==> config.mk <==
export PLATFORM = sky130hd
export DESIGN_NAME = assert_event_monitor_flat
export DESIGN_NICKNAME = d
export VERILOG_FILES = /design/src/rtl/assert_event_monitor_pkg.sv /design/src/rtl/assert_event_monitor_if.sv /design/src/rtl/assert_event_monitor_fifo.sv /design/src/rtl/assert_event_monitor.sv /design/src/flat_wrapper.sv
export SDC_FILE = /design/constraint.sdc
export NUM_CORES = 1
export LEC_CHECK = 0
export CAP_MARGIN = 20
export CORE_ASPECT_RATIO = 0.9
export CORE_UTILIZATION = 55
export CTS_CLUSTER_SIZE = 25
export DETAILED_ROUTE_END_ITERATION = 8
export HOLD_SLACK_MARGIN = 0.15
export MAX_ROUTING_LAYER = met4
export PLACE_DENSITY = 0.85
export SYNTH_ARGS = -nofsm -noshare
export SYNTH_HDL_FRONTEND = slang
export SYNTH_SLANG_ARGS = --single-unit
==> constraint.sdc <==
create_clock -name clock -period 4.6 [get_ports clock]
set_clock_uncertainty 0.2 [all_clocks]
set_input_delay 1.38 -clock clock [delete_from_list [all_inputs] [get_ports clock]]
set_output_delay 1.38 -clock clock [all_outputs]
set_load 0.05 [all_outputs]
==> src/rtl/assert_event_monitor_pkg.sv <==
// Shared types and helpers for the multi-channel assertion/event monitor.
// Holds the per-channel check mode and a width helper that tolerates 1-entry ranges.
package assert_mon_pkg;

   typedef enum logic {
      MODE_SAFETY   = 1'b0,
      MODE_LIVENESS = 1'b1
   } mode_e;

   // $clog2 returns 0 for 1; every index/counter here needs at least one bit
   function automatic int clog2_min1(input int n);
      return (n <= 2) ? 1 : $clog2(n);
   endfunction

endpackage

==> src/rtl/assert_event_monitor_if.sv <==
// Channel inputs, status outputs and report handshake of the event monitor.
// slave = monitor side, master = stimulus/consumer side.
interface assert_mon_if #(
   parameter int NCH  = 4,
   parameter int CW   = 32,
   parameter int CNTW = 16
);
   localparam int CHW = assert_mon_pkg::clog2_min1(NCH);

   logic [NCH-1:0]  io_en;
   logic [NCH-1:0]  io_ok;
   logic [NCH-1:0]  io_pend;
   logic            io_clear;
   logic [NCH-1:0]  io_sticky;
   logic            io_any_err;
   logic [CHW-1:0]  io_first_ch;
   logic [CW-1:0]   io_first_cyc;
   logic [CNTW-1:0] io_err_count;
   logic            io_rpt_valid;
   logic            io_rpt_ready;
   logic [CHW-1:0]  io_rpt_ch;
   logic [CW-1:0]   io_rpt_cyc;
   logic            io_rpt_ovf;

   modport slave (
      input  io_en, io_ok, io_pend, io_clear, io_rpt_ready,
      output io_sticky, io_any_err, io_first_ch, io_first_cyc, io_err_count,
             io_rpt_valid, io_rpt_ch, io_rpt_cyc, io_rpt_ovf
   );

   modport master (
      output io_en, io_ok, io_pend, io_clear, io_rpt_ready,
      input  io_sticky, io_any_err, io_first_ch, io_first_cyc, io_err_count,
             io_rpt_valid, io_rpt_ch, io_rpt_cyc, io_rpt_ovf
   );
endinterface

==> src/rtl/assert_event_monitor_fifo.sv <==
// Generic FIFO: push visible at head next cycle (no bypass); push into a full FIFO is
// accepted only when a pop happens in the same cycle, otherwise the caller sees o_full.
module assert_report_fifo #(
   parameter int  DEPTH = 4,
   parameter type T     = logic [7:0]
) (
   input  logic clk,
   input  logic rst,
   input  logic i_push,
   input  T     i_dat,
   input  logic i_pop,
   output T     o_dat,
   output logic o_full,
   output logic o_empty
);
   localparam int AW = $clog2(DEPTH);

   T           r_mem [DEPTH];
   logic [AW:0] r_wr;
   logic [AW:0] r_rd;
   logic        w_do_push;
   logic        w_do_pop;

   assign o_empty   = (r_wr == r_rd);
   assign o_full    = (r_wr[AW] != r_rd[AW]) && (r_wr[AW-1:0] == r_rd[AW-1:0]);
   assign w_do_pop  = i_pop & ~o_empty;
   assign w_do_push = i_push & (~o_full | w_do_pop);
   assign o_dat     = r_mem[r_rd[AW-1:0]];

   always_ff @(posedge clk or posedge rst) begin
      if (rst) begin
         r_wr <= '0;
         r_rd <= '0;
      end else begin
         if (w_do_push) r_wr <= r_wr + 1'b1;
         if (w_do_pop)  r_rd <= r_rd + 1'b1;
      end
   end

   always_ff @(posedge clk) begin
      if (w_do_push) r_mem[r_wr[AW-1:0]] <= i_dat;
   end
endmodule

==> src/rtl/assert_event_monitor.sv <==
// Multi-channel safety/liveness monitor: 0-cycle detection, status 1 cycle later.
// Reports queue in a FIFO drained by valid/ready; reports arriving while full are dropped.
module assert_event_monitor
   import assert_mon_pkg::*;
#(
   parameter int             NCH          = 4,
   parameter logic [NCH-1:0] MODE         = '0,
   parameter int             TIMEOUT      = 64,
   parameter int             HOLDOFF      = 8,
   parameter int             CW           = 32,
   parameter int             CNTW         = 16,
   parameter int             REPORT_DEPTH = 4,
   parameter bit             FATAL_EN     = 1'b1
) (
   input logic         clock,
   input logic         reset,
   assert_mon_if.slave mon
);
   localparam int CHW = clog2_min1(NCH);
   localparam int TW  = clog2_min1(TIMEOUT + 1);
   localparam int HW  = clog2_min1(HOLDOFF + 1);

   typedef struct packed {
      logic [CHW-1:0] ch;
      logic [CW-1:0]  cyc;
   } rpt_entry_t;

   logic [CW-1:0]   r_cyc;
   logic [HW-1:0]   r_holdoff;
   logic [NCH-1:0]  r_sticky;
   logic            r_captured;
   logic [CHW-1:0]  r_first_ch;
   logic [CW-1:0]   r_first_cyc;
   logic [CNTW-1:0] r_count;
   logic            r_ovf;

   logic            w_armed;
   logic [NCH-1:0]  w_viol;
   logic            w_any;
   logic [CHW-1:0]  w_low_ch;
   logic            w_full;
   logic            w_empty;
   logic            w_pop;
   rpt_entry_t      w_push_ent;
   rpt_entry_t      w_head;

   assign w_armed = (r_holdoff == '0);
   assign w_any   = |w_viol;

   for (genvar i = 0; i < NCH; i++) begin : g_ch
      if (mode_e'(MODE[i]) == MODE_LIVENESS) begin : g_live
         logic [TW-1:0] r_timer;
         logic          w_expire;
         // Timer restarts on expiry even in holdoff, so a stuck request re-fires each TIMEOUT
         assign w_expire  = mon.io_pend[i] & ~mon.io_ok[i] & (r_timer == TW'(TIMEOUT - 1));
         assign w_viol[i] = w_expire & w_armed;
         always_ff @(posedge clock or posedge reset) begin
            if (reset)                                             r_timer <= '0;
            else if (mon.io_ok[i] | ~mon.io_pend[i] | w_expire)    r_timer <= '0;
            else                                                   r_timer <= r_timer + 1'b1;
         end
      end else begin : g_safe
         assign w_viol[i] = w_armed & mon.io_en[i] & ~mon.io_ok[i];
      end
   end

   always_comb begin
      w_low_ch = '0;
      for (int i = NCH - 1; i >= 0; i--) begin
         if (w_viol[i]) w_low_ch = CHW'(i);
      end
   end

   always_ff @(posedge clock or posedge reset) begin
      if (reset) begin
         r_cyc       <= '0;
         r_holdoff   <= HW'(HOLDOFF);
         r_sticky    <= '0;
         r_captured  <= 1'b0;
         r_first_ch  <= '0;
         r_first_cyc <= '0;
         r_count     <= '0;
         r_ovf       <= 1'b0;
      end else begin
         r_cyc    <= r_cyc + 1'b1;
         if (!w_armed) r_holdoff <= r_holdoff - 1'b1;
         r_sticky <= (r_sticky & ~{NCH{mon.io_clear}}) | w_viol;
         // A clear coinciding with a violation re-arms capture and takes this violation
         if (w_any && (!r_captured || mon.io_clear)) begin
            r_captured  <= 1'b1;
            r_first_ch  <= w_low_ch;
            r_first_cyc <= r_cyc;
         end else if (mon.io_clear) begin
            r_captured  <= 1'b0;
            r_first_ch  <= '0;
            r_first_cyc <= '0;
         end
         if (mon.io_clear)                r_count <= w_any ? CNTW'(1) : '0;
         else if (w_any && r_count != '1) r_count <= r_count + 1'b1;
         r_ovf <= (r_ovf & ~mon.io_clear) | (w_any & w_full & ~w_pop);
      end
   end

   assign w_push_ent.ch  = w_low_ch;
   assign w_push_ent.cyc = r_cyc;
   assign w_pop          = mon.io_rpt_ready & ~w_empty;

   assert_report_fifo #(.DEPTH(REPORT_DEPTH), .T(rpt_entry_t)) u_rpt_fifo (
      .clk     (clock),
      .rst     (reset),
      .i_push  (w_any),
      .i_dat   (w_push_ent),
      .i_pop   (w_pop),
      .o_dat   (w_head),
      .o_full  (w_full),
      .o_empty (w_empty)
   );

   assign mon.io_sticky    = r_sticky;
   assign mon.io_any_err   = |r_sticky;
   assign mon.io_first_ch  = r_first_ch;
   assign mon.io_first_cyc = r_first_cyc;
   assign mon.io_err_count = r_count;
   assign mon.io_rpt_valid = ~w_empty;
   assign mon.io_rpt_ch    = w_empty ? '0 : w_head.ch;
   assign mon.io_rpt_cyc   = w_empty ? '0 : w_head.cyc;
   assign mon.io_rpt_ovf   = r_ovf;

`ifndef SYNTHESIS
   logic w_printf_en;
   logic w_stop_en;
   assign w_printf_en = 1'b1;
   assign w_stop_en   = 1'b1;
   always @(posedge clock) begin
      if (!reset && w_any) begin
         if (w_printf_en)
            $display("assert_event_monitor: channel %0d tripped at cycle %0d",
                     w_low_ch, r_cyc);
         if (FATAL_EN && w_stop_en)
            $fatal(1, "assert_event_monitor: channel %0d tripped at cycle %0d", w_low_ch, r_cyc);
      end
   end
`endif
endmodule

==> src/flat_wrapper.sv <==
// flat-port wrapper written by rule: the top's interface ports become plain ports
module assert_event_monitor_flat import assert_mon_pkg::*;
#(
   parameter int             NCH          = 4,
   parameter logic [NCH-1:0] MODE         = '0,
   parameter int             TIMEOUT      = 64,
   parameter int             HOLDOFF      = 8,
   parameter int             CW           = 32,
   parameter int             CNTW         = 16,
   parameter int             REPORT_DEPTH = 4,
   parameter bit             FATAL_EN     = 1'b1
)
  (clock, reset, mon_io_en, mon_io_ok, mon_io_pend, mon_io_clear, mon_io_rpt_ready, mon_io_sticky, mon_io_any_err, mon_io_first_ch, mon_io_first_cyc, mon_io_err_count, mon_io_rpt_valid, mon_io_rpt_ch, mon_io_rpt_cyc, mon_io_rpt_ovf);
  assert_mon_if #(.NCH(NCH), .CW(CW), .CNTW(CNTW)) mon_i ();
  input logic clock;
  input logic reset;
  input wire logic [$bits(mon_i.io_en)-1:0] mon_io_en;
  input wire logic [$bits(mon_i.io_ok)-1:0] mon_io_ok;
  input wire logic [$bits(mon_i.io_pend)-1:0] mon_io_pend;
  input wire logic [$bits(mon_i.io_clear)-1:0] mon_io_clear;
  input wire logic [$bits(mon_i.io_rpt_ready)-1:0] mon_io_rpt_ready;
  output wire logic [$bits(mon_i.io_sticky)-1:0] mon_io_sticky;
  output wire logic [$bits(mon_i.io_any_err)-1:0] mon_io_any_err;
  output wire logic [$bits(mon_i.io_first_ch)-1:0] mon_io_first_ch;
  output wire logic [$bits(mon_i.io_first_cyc)-1:0] mon_io_first_cyc;
  output wire logic [$bits(mon_i.io_err_count)-1:0] mon_io_err_count;
  output wire logic [$bits(mon_i.io_rpt_valid)-1:0] mon_io_rpt_valid;
  output wire logic [$bits(mon_i.io_rpt_ch)-1:0] mon_io_rpt_ch;
  output wire logic [$bits(mon_i.io_rpt_cyc)-1:0] mon_io_rpt_cyc;
  output wire logic [$bits(mon_i.io_rpt_ovf)-1:0] mon_io_rpt_ovf;
  assign mon_i.io_en = mon_io_en;
  assign mon_i.io_ok = mon_io_ok;
  assign mon_i.io_pend = mon_io_pend;
  assign mon_i.io_clear = mon_io_clear;
  assign mon_i.io_rpt_ready = mon_io_rpt_ready;
  assign mon_io_sticky = mon_i.io_sticky;
  assign mon_io_any_err = mon_i.io_any_err;
  assign mon_io_first_ch = mon_i.io_first_ch;
  assign mon_io_first_cyc = mon_i.io_first_cyc;
  assign mon_io_err_count = mon_i.io_err_count;
  assign mon_io_rpt_valid = mon_i.io_rpt_valid;
  assign mon_io_rpt_ch = mon_i.io_rpt_ch;
  assign mon_io_rpt_cyc = mon_i.io_rpt_cyc;
  assign mon_io_rpt_ovf = mon_i.io_rpt_ovf;
  assert_event_monitor #(.NCH(NCH), .MODE(MODE), .TIMEOUT(TIMEOUT), .HOLDOFF(HOLDOFF), .CW(CW), .CNTW(CNTW), .REPORT_DEPTH(REPORT_DEPTH), .FATAL_EN(FATAL_EN)) u_core (.clock(clock), .reset(reset), .mon(mon_i));
endmodule
==> impl_metrics.ini, run 1 <==
[outcome]
status = complete, no violations

[logic_synthesis]
synth.distinct_cells = 50
synth_ff_type = edfxtp_1
ys_warn_count = 0
synth-async-reset-ratio_pct = 41.9
synth_nets = 693
syn_inst = 668
synth_seq_cells = 234
synth_area_um2 = 9840
synth_edf_count = 136
yosysSeqAreaShare_pct = 66.5
avgSynthCellArea_um2 = 14.7

[clock_tree]
postCtsHoldBufs = 0
postCtsSetupBuffers = 0
clk_latency_ns = 0.52
clock-sinks = 234
cts_tree = done
htreeDepth = 1
cts_made_buffers = 24
clock-root-buffer = clkbuf_16
cts.repair.resized = 0
clockBufferDepth = 3
clk_pin_slew_ns = 0.06

[timing]
finalCritPeriodShare_pct = 90.4
slew_viol_final = 0
relSlewSlack_pct = 26.6
final-hold-violation-count = 0
rsz0062_at_grt = false
tightest_slew_ns = 1.10
setup_viol = 0
fmaxAchievable_mhz = 241
finalCriticalPeriod_ns = 4.16
tns_ns = 0

[critical_path]
arrival_ns = 2.58
crit_buf_inv = 2
r2r-end = u_core.u_rpt_fifo.r_mem[1][16]$_DFFE_PP_
crit_top_cell = buf_4
cp_slowest_cell = nand3b_1
timing.rr.start = u_core.r_holdoff[0]$_DFFE_PP0P_
cp.required_ns = 3.02
r2r_cells = 7
rrSetupSlack_ns = 1.61
cp_top_family = simple AND/OR/NAND/NOR gates
start_kind = flip-flop
cp_cell_sequence = xnor2_1 -> nand3b_1 -> buf_4 -> and2_1 -> buf_4
crit_start = u_core.u_rpt_fifo.r_wr[1]$_DFFE_PP0N_
critPathKind = reg -> out
cpPeakStageDelay_ns = 0.55
end_kind = output pin
path_max_fanout = 22

[detailed_routing]
drc = 0
ant_nets = 0
viasPerCell = 5.93
vias = 6154
wirelength_um = 21300
wl_met3_um = 1380
wl_per_cell_um = 20.6
wl_met2_um = 10500
top_layer = met4
drt-met1-wl_um = 8980
first_iter_violations = 482
dr.pass1.iters = 5

[die]
dieWidth_um = 143
initial_core_util_pct = 56.0
num_rows = 46
coreArea_um2 = 17600
die_h_um = 129
die-area_um2 = 18400
io_pins = 107

[hold_path]
hold_path_depth = 1
min_path_type = reg -> reg
worstHoldEndpoint = u_core.u_rpt_fifo.r_wr[2]$_DFFE_PP0N_
hp-start = u_core.u_rpt_fifo.r_wr[2]$_DFFE_PP0N_

[global_route]
grt_pass1_wl_um = 34100
grt_pass1_vias = 6351
overflow = 0
grt_antenna_before_repair = 0
grt_max_degree = 61
grt_use_total_pct = 25.3

[cells_and_area]
post-route-util_pct = 67.7
antenna_cells = 0
drive_gt1_share_pct = 17.9
syn2layout_area_growth_pct = 20.8
final_nets = 804

[pwr]
p_leak_nw = 4.55
power_density_nw_per_um2 = 690
ir_drop_v = 0.000411
power.total_mw = 8.20

[place]
place.gp.congestion = 0.878
dp_hpwl_um = 13600
port_buffers = 102

[run]
cap_violations = 0
## per-stage QoR
stage	hold WS, ns	area, um2	cells	setup WS [ns]
5_1_grt	0.307	11900	1037	0.288
4_1_cts	0.291	11900	1037	0.427
2_1_floorplan	0.260	9840	668	0.460
3_5_place_dp	0.279	11100	993	0.829
6_report	0.293	11900	1037	0.443
3_3_place_gp	0.281	11100	993	0.874
## how the worst max path moves through the flow
stage / endpoint / cells past startpoint / slack (ns)
2_1_floorplan: u_core.mon.io_err_count[0]$_DFFE_PP0P_ / 1 / 0.46
3_3_place_gp: u_core.u_rpt_fifo.r_mem[1][15]$_DFFE_PP_ / 6 / 0.87
3_5_place_dp: u_core.u_rpt_fifo.r_mem[1][6]$_DFFE_PP_ / 6 / 0.83
4_1_cts: mon_io_rpt_cyc[31] / 5 / 0.43
5_1_grt: mon_io_rpt_cyc[31] / 5 / 0.29
6_report: mon_io_rpt_cyc[31] / 5 / 0.44
## sequential cells by signal, summed over array words and instances, names as in the netlist, 2 cells and up
signal                   count
u_core.u_rpt_fifo.r_mem    136
u_core.mon.io_sticky         4
u_core.mon.io_err_count     16
u_core.mon.io_first_cyc     32
u_core.u_rpt_fifo.r_rd       3
u_core.r_cyc                32
u_core.mon.io_first_ch       2
u_core.r_holdoff             4
u_core.u_rpt_fifo.r_wr       3
## layout by cell type (no fill, tap or decap), drive strengths merged, types with 11 or more instances in the layout
cell,instances
a21oi,11
and2,40
buf,56
clkbuf,28
clkdlybuf4s50,67
dfrtp,97
edfxtp,136
inv,18
mux2,11
mux4,34
nand2,38
nand3,40
nand4,17
nor2,11
nor2b,11
nor4,15
o211ai,26
xnor2,22
xor2,17
## synthesized netlist by cell type (14+ instances only)
library cell | n | area [um2]
clkbuf_1 | 27 | 101
nand3_1 | 40 | 200
xnor2_1 | 22 | 193
dfrtp_1 | 97 | 2430
and2_1 | 40 | 250
edfxtp_1 | 136 | 4080
inv_1 | 18 | 67.6
nand2_1 | 37 | 139
o211ai_1 | 26 | 195
nand4_1 | 17 | 106
mux4_2 | 34 | 766
xor2_1 | 17 | 149
nor4_1 | 14 | 87.6
## area by class of cell
cell class	count	area [um2]
Fill cell	1145	5670
Clock buffer	28	616
Timing Repair Buffer	123	1120
Tap cell	240	300
Sequential cell	234	6540
Inverter	18	70.1
Clock inverter	16	176
Multi-Input combinational cell	378	3070
## cells by family after synthesis
| family | after synthesis | synth area share (%) |
|---|---|---|
| AOI/OAI and AO/OA | 68 | 4.97 |
| xor gates and xnor gates | 39 | 3.47 |
| adders and majority gates | 9 | 1.14 |
| buffers and inverters | 56 | 2.34 |
| DFF | 234 | 66.5 |
| muxes | 46 | 9.15 |
| and+or+nand+nor | 216 | 12.5 |
## power by group
| part | internal (mW) | switching [mW] |
|---|---|---|
| registers | 2.73 | 0.142 |
| logic | 1.17 | 2.23 |
| clock network | 1.14 | 0.790 |
| total | 5.03 | 3.17 |
## per-layer routing
metal / global-route usage [%] / up-vias
met2: 41.2 / 254
met3: 5.06 / 44
li1: - / 2755
met4: 7.15 / 0
met1: 32.4 / 3101
met5: - / -
No activity file was read; power rests on OpenSTA's default activity.
==> run 2: changes to the inputs <==
--- a/config.mk
+++ b/config.mk
@@ -10,9 +10,10 @@
 export CORE_UTILIZATION = 55
 export CTS_CLUSTER_SIZE = 25
 export DETAILED_ROUTE_END_ITERATION = 8
+export DONT_BUFFER_PORTS = 1
 export HOLD_SLACK_MARGIN = 0.15
 export MAX_ROUTING_LAYER = met4
-export PLACE_DENSITY = 0.85
+export PLACE_DENSITY = 0.77
 export SYNTH_ARGS = -nofsm -noshare
 export SYNTH_HDL_FRONTEND = slang
 export SYNTH_SLANG_ARGS = --single-unit
==> impl_metrics.ini, run 2 (synthesized netlist as in run 1, its figures left out) <==
[outcome]
status = complete, no violations

[cells_and_area]
syn2layout_area_growth_pct = 11.1
final_nets = 704
multiInputGateArea_um2 = 3070
drive_gt1_share_pct = 14.4
final_cell_area_um2 = 10900
largest_reg_flops = 136
seqCellArea_um2 = 6540
antenna_cells = 0
fin_cells = 934
num-fill-cells = 1280
final_cell_mix = 136 x edfxtp_1, 96 x dfrtp_1, 40 x nand3_1, 40 x and2_1, 37 x nand2_1
mostFrequentLayoutCell = edfxtp_1

[critical_path]
cp_slowest_cell = dfrtp_1
cp_cell_sequence = buf_4 -> mux4_2 -> and2_1
cp.required_ns = 3.02
r2r-end = u_core.u_rpt_fifo.r_mem[1][14]$_DFFE_PP_
path_max_fanout = 27
timing.rr.start = u_core.r_holdoff[0]$_DFFE_PP0P_
arrival_ns = 2.37
cpPeakStageDelay_ns = 0.62
cp_top_family = flip-flops
r2r_cells = 6
rrSetupSlack_ns = 1.21
crit_buf_inv = 1
end_kind = output pin
start_kind = flip-flop
critPathKind = reg -> out

[clock_tree]
postCtsSetupBuffers = 0
cts.repair.resized = 0
clk_latency_ns = 0.50
postCtsHoldBufs = 0
cts_made_buffers = 23
htreeDepth = 1
clock-sinks = 234
cts_tree = done
clk_pin_slew_ns = 0.06
clockBufferDepth = 3
clock-root-buffer = clkbuf_16

[global_route]
overflow = 0
grt_use_total_pct = 23.9
grt_antenna_before_repair = 0
grt_pass1_vias = 5944
grt_max_degree = 37
grt_pass1_wl_um = 32200

[hold_path]
worstHoldEndpoint = u_core.u_rpt_fifo.r_rd[2]$_DFFE_PP0P_
min_path_type = reg -> reg
hold_path_depth = 1
hp-start = u_core.u_rpt_fifo.r_rd[2]$_DFFE_PP0P_

[timing]
rsz0062_at_grt = false
setup_viol = 0
slew_viol_final = 0
fmaxAchievable_mhz = 253
hold_ws_ns = 0.290
tightest_slew_ns = 1.05
finalCritPeriodShare_pct = 86.0
final-hold-violation-count = 0
finalCriticalPeriod_ns = 3.95
tns_ns = 0
relSlewSlack_pct = 30.3

[detailed_routing]
wirelength_um = 20200
drc = 0
ant_nets = 0
viasPerCell = 6.21
wl_per_cell_um = 21.6
first_iter_violations = 370
dr.pass1.iters = 5
vias = 5803

[die]
io_pins = 107
die-area_um2 = 18400
num_rows = 46
initial_core_util_pct = 56.0
coreArea_um2 = 17600
dieWidth_um = 143
die_h_um = 129

[place]
postPlaceCellArea_um2 = 10200
place.gp.congestion = 0.843
port_buffers = 0
dp_cells = 894
dp_hpwl_um = 12800

[pwr]
power_density_nw_per_um2 = 701
ir_drop_v = 0.000419
p_leak_nw = 4.13
power.total_mw = 7.67

[run]
cap_violations = 0
[run 2: worst max path at each step]
| stage | from | endpoint | cells past startpoint |
|---|---|---|---|
| after floorplan | reset | u_core.mon.io_err_count[0]$_DFFE_PP0P_ | 1 |
| after global placement | mon_io_ok[1] | u_core.u_rpt_fifo.r_mem[2][14]$_DFFE_PP_ | 4 |
| after detailed placement | mon_io_ok[1] | u_core.u_rpt_fifo.r_mem[1][3]$_DFFE_PP_ | 4 |
| after CTS | u_core.u_rpt_fifo.r_rd[1]$_DFFE_PP0P_ | mon_io_rpt_cyc[29] | 3 |
| after global routing | u_core.u_rpt_fifo.r_rd[1]$_DFFE_PP0P_ | mon_io_rpt_cyc[9] | 3 |
| final | u_core.u_rpt_fifo.r_rd[1]$_DFFE_PP0P_ | mon_io_rpt_cyc[9] | 3 |
[run 2: layout make-up]
class / count / area share, %
clock buffer: 29 / 5.47
clock inverter: 11 / 0.927
inverter: 18 / 0.641
multi-input combinational: 378 / 28.1
sequential: 234 / 59.8
tap: 240 / 2.75
timing repair buffer: 24 / 2.33
[run 2: layer usage]
| layer | part of all wire (%) | global-route usage, % | vias to the layer above |
|---|---|---|---|
| met5 | 0 | - | - |
| met4 | 2.6 | 7.21 | 0 |
| met3 | 8.1 | 5.14 | 37 |
| met2 | 49 | 38.9 | 263 |
| met1 | 40 | 30.2 | 2953 |
| li1 | - | - | 2550 |
[run 2: power by group]
part	internal, mW	total [mW]	switching (mW)
combinational	0.878	2.93	2.05
clock	1.03	1.76	0.733
sequential	2.73	2.98	0.251
total	4.64	7.67	3.03
[run 2: worst reg2reg max path, stage by stage (launching register included)]
cell     delay, ns
dfrtp_1       0.38
inv_1         0.12
ha_1          0.17
or3b_1        0.54
a41oi_4       0.57
and3_1        0.83
buf_12        0.28
[run 2: metrics by stage]
stage	setup WS [ns]	utilization, %
after floorplan	0.460	-
after global placement	0.873	58.3
after detailed placement	0.807	58.3
after CTS	0.623	62.3
after global routing	0.563	62.3
final	0.645	62.3
==> run 3: changes to the inputs <==
--- a/config.mk
+++ b/config.mk
@@ -13,7 +13,7 @@
 export DONT_BUFFER_PORTS = 1
 export HOLD_SLACK_MARGIN = 0.15
 export MAX_ROUTING_LAYER = met4
-export PLACE_DENSITY = 0.77
+export PLACE_DENSITY = 0.8
 export SYNTH_ARGS = -nofsm -noshare
 export SYNTH_HDL_FRONTEND = slang
 export SYNTH_SLANG_ARGS = --single-unit
==> constraint.sdc (replaced) <==
create_clock -name clock -period 3.4 [get_ports clock]
set_clock_uncertainty 0.2 [all_clocks]
set_input_delay 1.02 -clock clock [delete_from_list [all_inputs] [get_ports clock]]
set_output_delay 1.02 -clock clock [all_outputs]
set_load 0.05 [all_outputs]
==> impl_metrics.ini, run 3 (synthesized netlist as in run 1, its figures left out) <==
[outcome]
status = complete, no violations

[clock_tree]
clockBufferDepth = 3
cts_made_buffers = 23
clock-sinks = 234
cts_tree = done
htreeDepth = 1
clock-root-buffer = clkbuf_16
clk_pin_slew_ns = 0.07
clk_latency_ns = 0.50

[detailed_routing]
viasPerCell = 6.15
first_iter_violations = 453
drc = 0
wirelength_um = 20500
ant_nets = 0
vias = 5974
wl_per_cell_um = 21.1
dr.pass1.iters = 5

[place]
dp_hpwl_um = 13000
place.gp.congestion = 0.881
port_buffers = 0

[run]
cap_violations = 0

[pwr]
internal_power_mw = 7.93
pwr-share-comb_pct = 47.7
ir_drop_v = 0.000958
clock_power_share_pct = 20.1
power.total_mw = 12.4
p_leak_nw = 4.49
p_sw_mw = 4.49
swShare_pct = 36.1
power_density_nw_per_um2 = 1060
pwr-share-seq_pct = 32.2

[critical_path]
rrSetupSlack_ns = 0.50
cp.required_ns = 2.18
end_kind = output pin
cpPeakStageDelay_ns = 0.53
cp_cell_sequence = buf_4 -> mux4_2 -> and2_1 -> buf_12
cp_top_family = flip-flops
cp_slowest_cell = dfrtp_4
critPathKind = reg -> out
start_kind = flip-flop
r2r_cells = 6
r2r-end = u_core.u_rpt_fifo.r_mem[3][32]$_DFFE_PP_
timing.rr.start = u_core.r_holdoff[0]$_DFFE_PP0P_
arrival_ns = 2.12
crit_buf_inv = 2
path_max_fanout = 6

[global_route]
overflow = 0
grt_max_degree = 36
use_met3_pct = 4.50
grt_use_total_pct = 23.9
grt_use_met1_pct = 29.9
use_met2_pct = 39.8
top_usage_layer = met2
grt_pass1_vias = 6038
grt_antenna_before_repair = 0
grt_pass1_wl_um = 32000

[die]
io_pins = 107
die_h_um = 129
num_rows = 46
die-area_um2 = 18400
dieWidth_um = 143
coreArea_um2 = 17600
initial_core_util_pct = 56.0

[cells_and_area]
final_cell_mix = 136 x edfxtp_1, 96 x dfrtp_1, 43 x buf_12
mostFrequentLayoutCell = edfxtp_1
drive_gt1_share_pct = 19.3
antenna_cells = 0
syn2layout_area_growth_pct = 19.1
final_nets = 739
largest_reg_flops = 136

[timing]
relSlewSlack_pct = 35.2
setup_viol = 0
tns_ns = 0
tightest_slew_ns = 0.972
rsz0062_at_grt = true
finalCriticalPeriod_ns = 3.34
slew_viol_final = 0
final-hold-violation-count = 0
fmaxAchievable_mhz = 299
finalCritPeriodShare_pct = 98.3

[hold_path]
worstHoldEndpoint = u_core.u_rpt_fifo.r_rd[2]$_DFFE_PP0P_
hold_path_depth = 1
hp-start = u_core.u_rpt_fifo.r_rd[2]$_DFFE_PP0P_
min_path_type = reg -> reg
==> run 3: per-stage QoR <==
stage | instances | util, % | setup slack [ns] | hold slack [ns] | area [um2]
after floorplan | 668 | - | 0.111 | 0.260 | 9840
after global placement | 926 | 62.2 | 0.400 | 0.278 | 10900
after detailed placement | 926 | 62.2 | 0.349 | 0.281 | 10900
after CTS | 970 | 66.6 | 0.0116 | 0.298 | 11700
after global routing | 971 | 66.7 | -0.00419 | 0.304 | 11700
final | 971 | 66.7 | 0.0580 | 0.301 | 11700
==> run 3: how the worst max path moves through the flow <==
stage | depth (start not counted) | end | slack [ns] | startpoint
after floorplan | 5 | mon_io_rpt_ch[0] | 0.11 | u_core.u_rpt_fifo.r_rd[1]$_DFFE_PP0P_
after global placement | 5 | mon_io_rpt_cyc[31] | 0.40 | u_core.u_rpt_fifo.r_rd[0]$_DFFE_PP0P_
after detailed placement | 4 | mon_io_rpt_cyc[2] | 0.35 | u_core.u_rpt_fifo.r_rd[0]$_DFFE_PP0P_
after CTS | 5 | mon_io_rpt_cyc[31] | 0.01 | u_core.u_rpt_fifo.r_rd[0]$_DFFE_PP0P_
after global routing | 4 | mon_io_rpt_cyc[0] | -0.004 | u_core.u_rpt_fifo.r_rd[0]$_DFFE_PP0P_
final | 4 | mon_io_rpt_cyc[0] | 0.06 | u_core.u_rpt_fifo.r_rd[0]$_DFFE_PP0P_
==> run 3: layer usage <==
metal  vias to the layer above  share of wire, %
met1                      3024                39
met3                        43               7.3
met4                         0               2.2
met5                         -                 0
met2                       280                52
li1                       2627                 -
==> run 3: repair_timing <==
item	CTS	global route
hold buffers	0	0
endpoints found under the setup margin	34	18
endpoints found under the hold margin	0	0
pin swaps	1	0
gates resized for setup	4	3
buffers inserted	2	1
==> run 3: cell type report <==
cell class | count | area [um2]
multi-input combinational | 378 | 3080
sequential | 234 | 6540
clock buffer | 27 | 591
fill | 1175 | 5840
clock inverter | 15 | 150
inverter | 18 | 71.3
tap | 240 | 300
timing repair buffer | 59 | 985
==> run 3: power by group through the flow <==
| stage | Combinational (mW) | Clock [mW] | Sequential [mW] |
|---|---|---|---|
| finish | 5.92 | 2.50 | 4.00 |
| global route | 6.18 | 2.64 | 4.05 |
| CTS | 5.95 | 2.54 | 4.00 |
| detailed placement | 5.87 | 0 | 4.07 |
| global placement | 5.79 | 0 | 4.00 |
| floorplan | 3.21 | 0 | 3.96 |
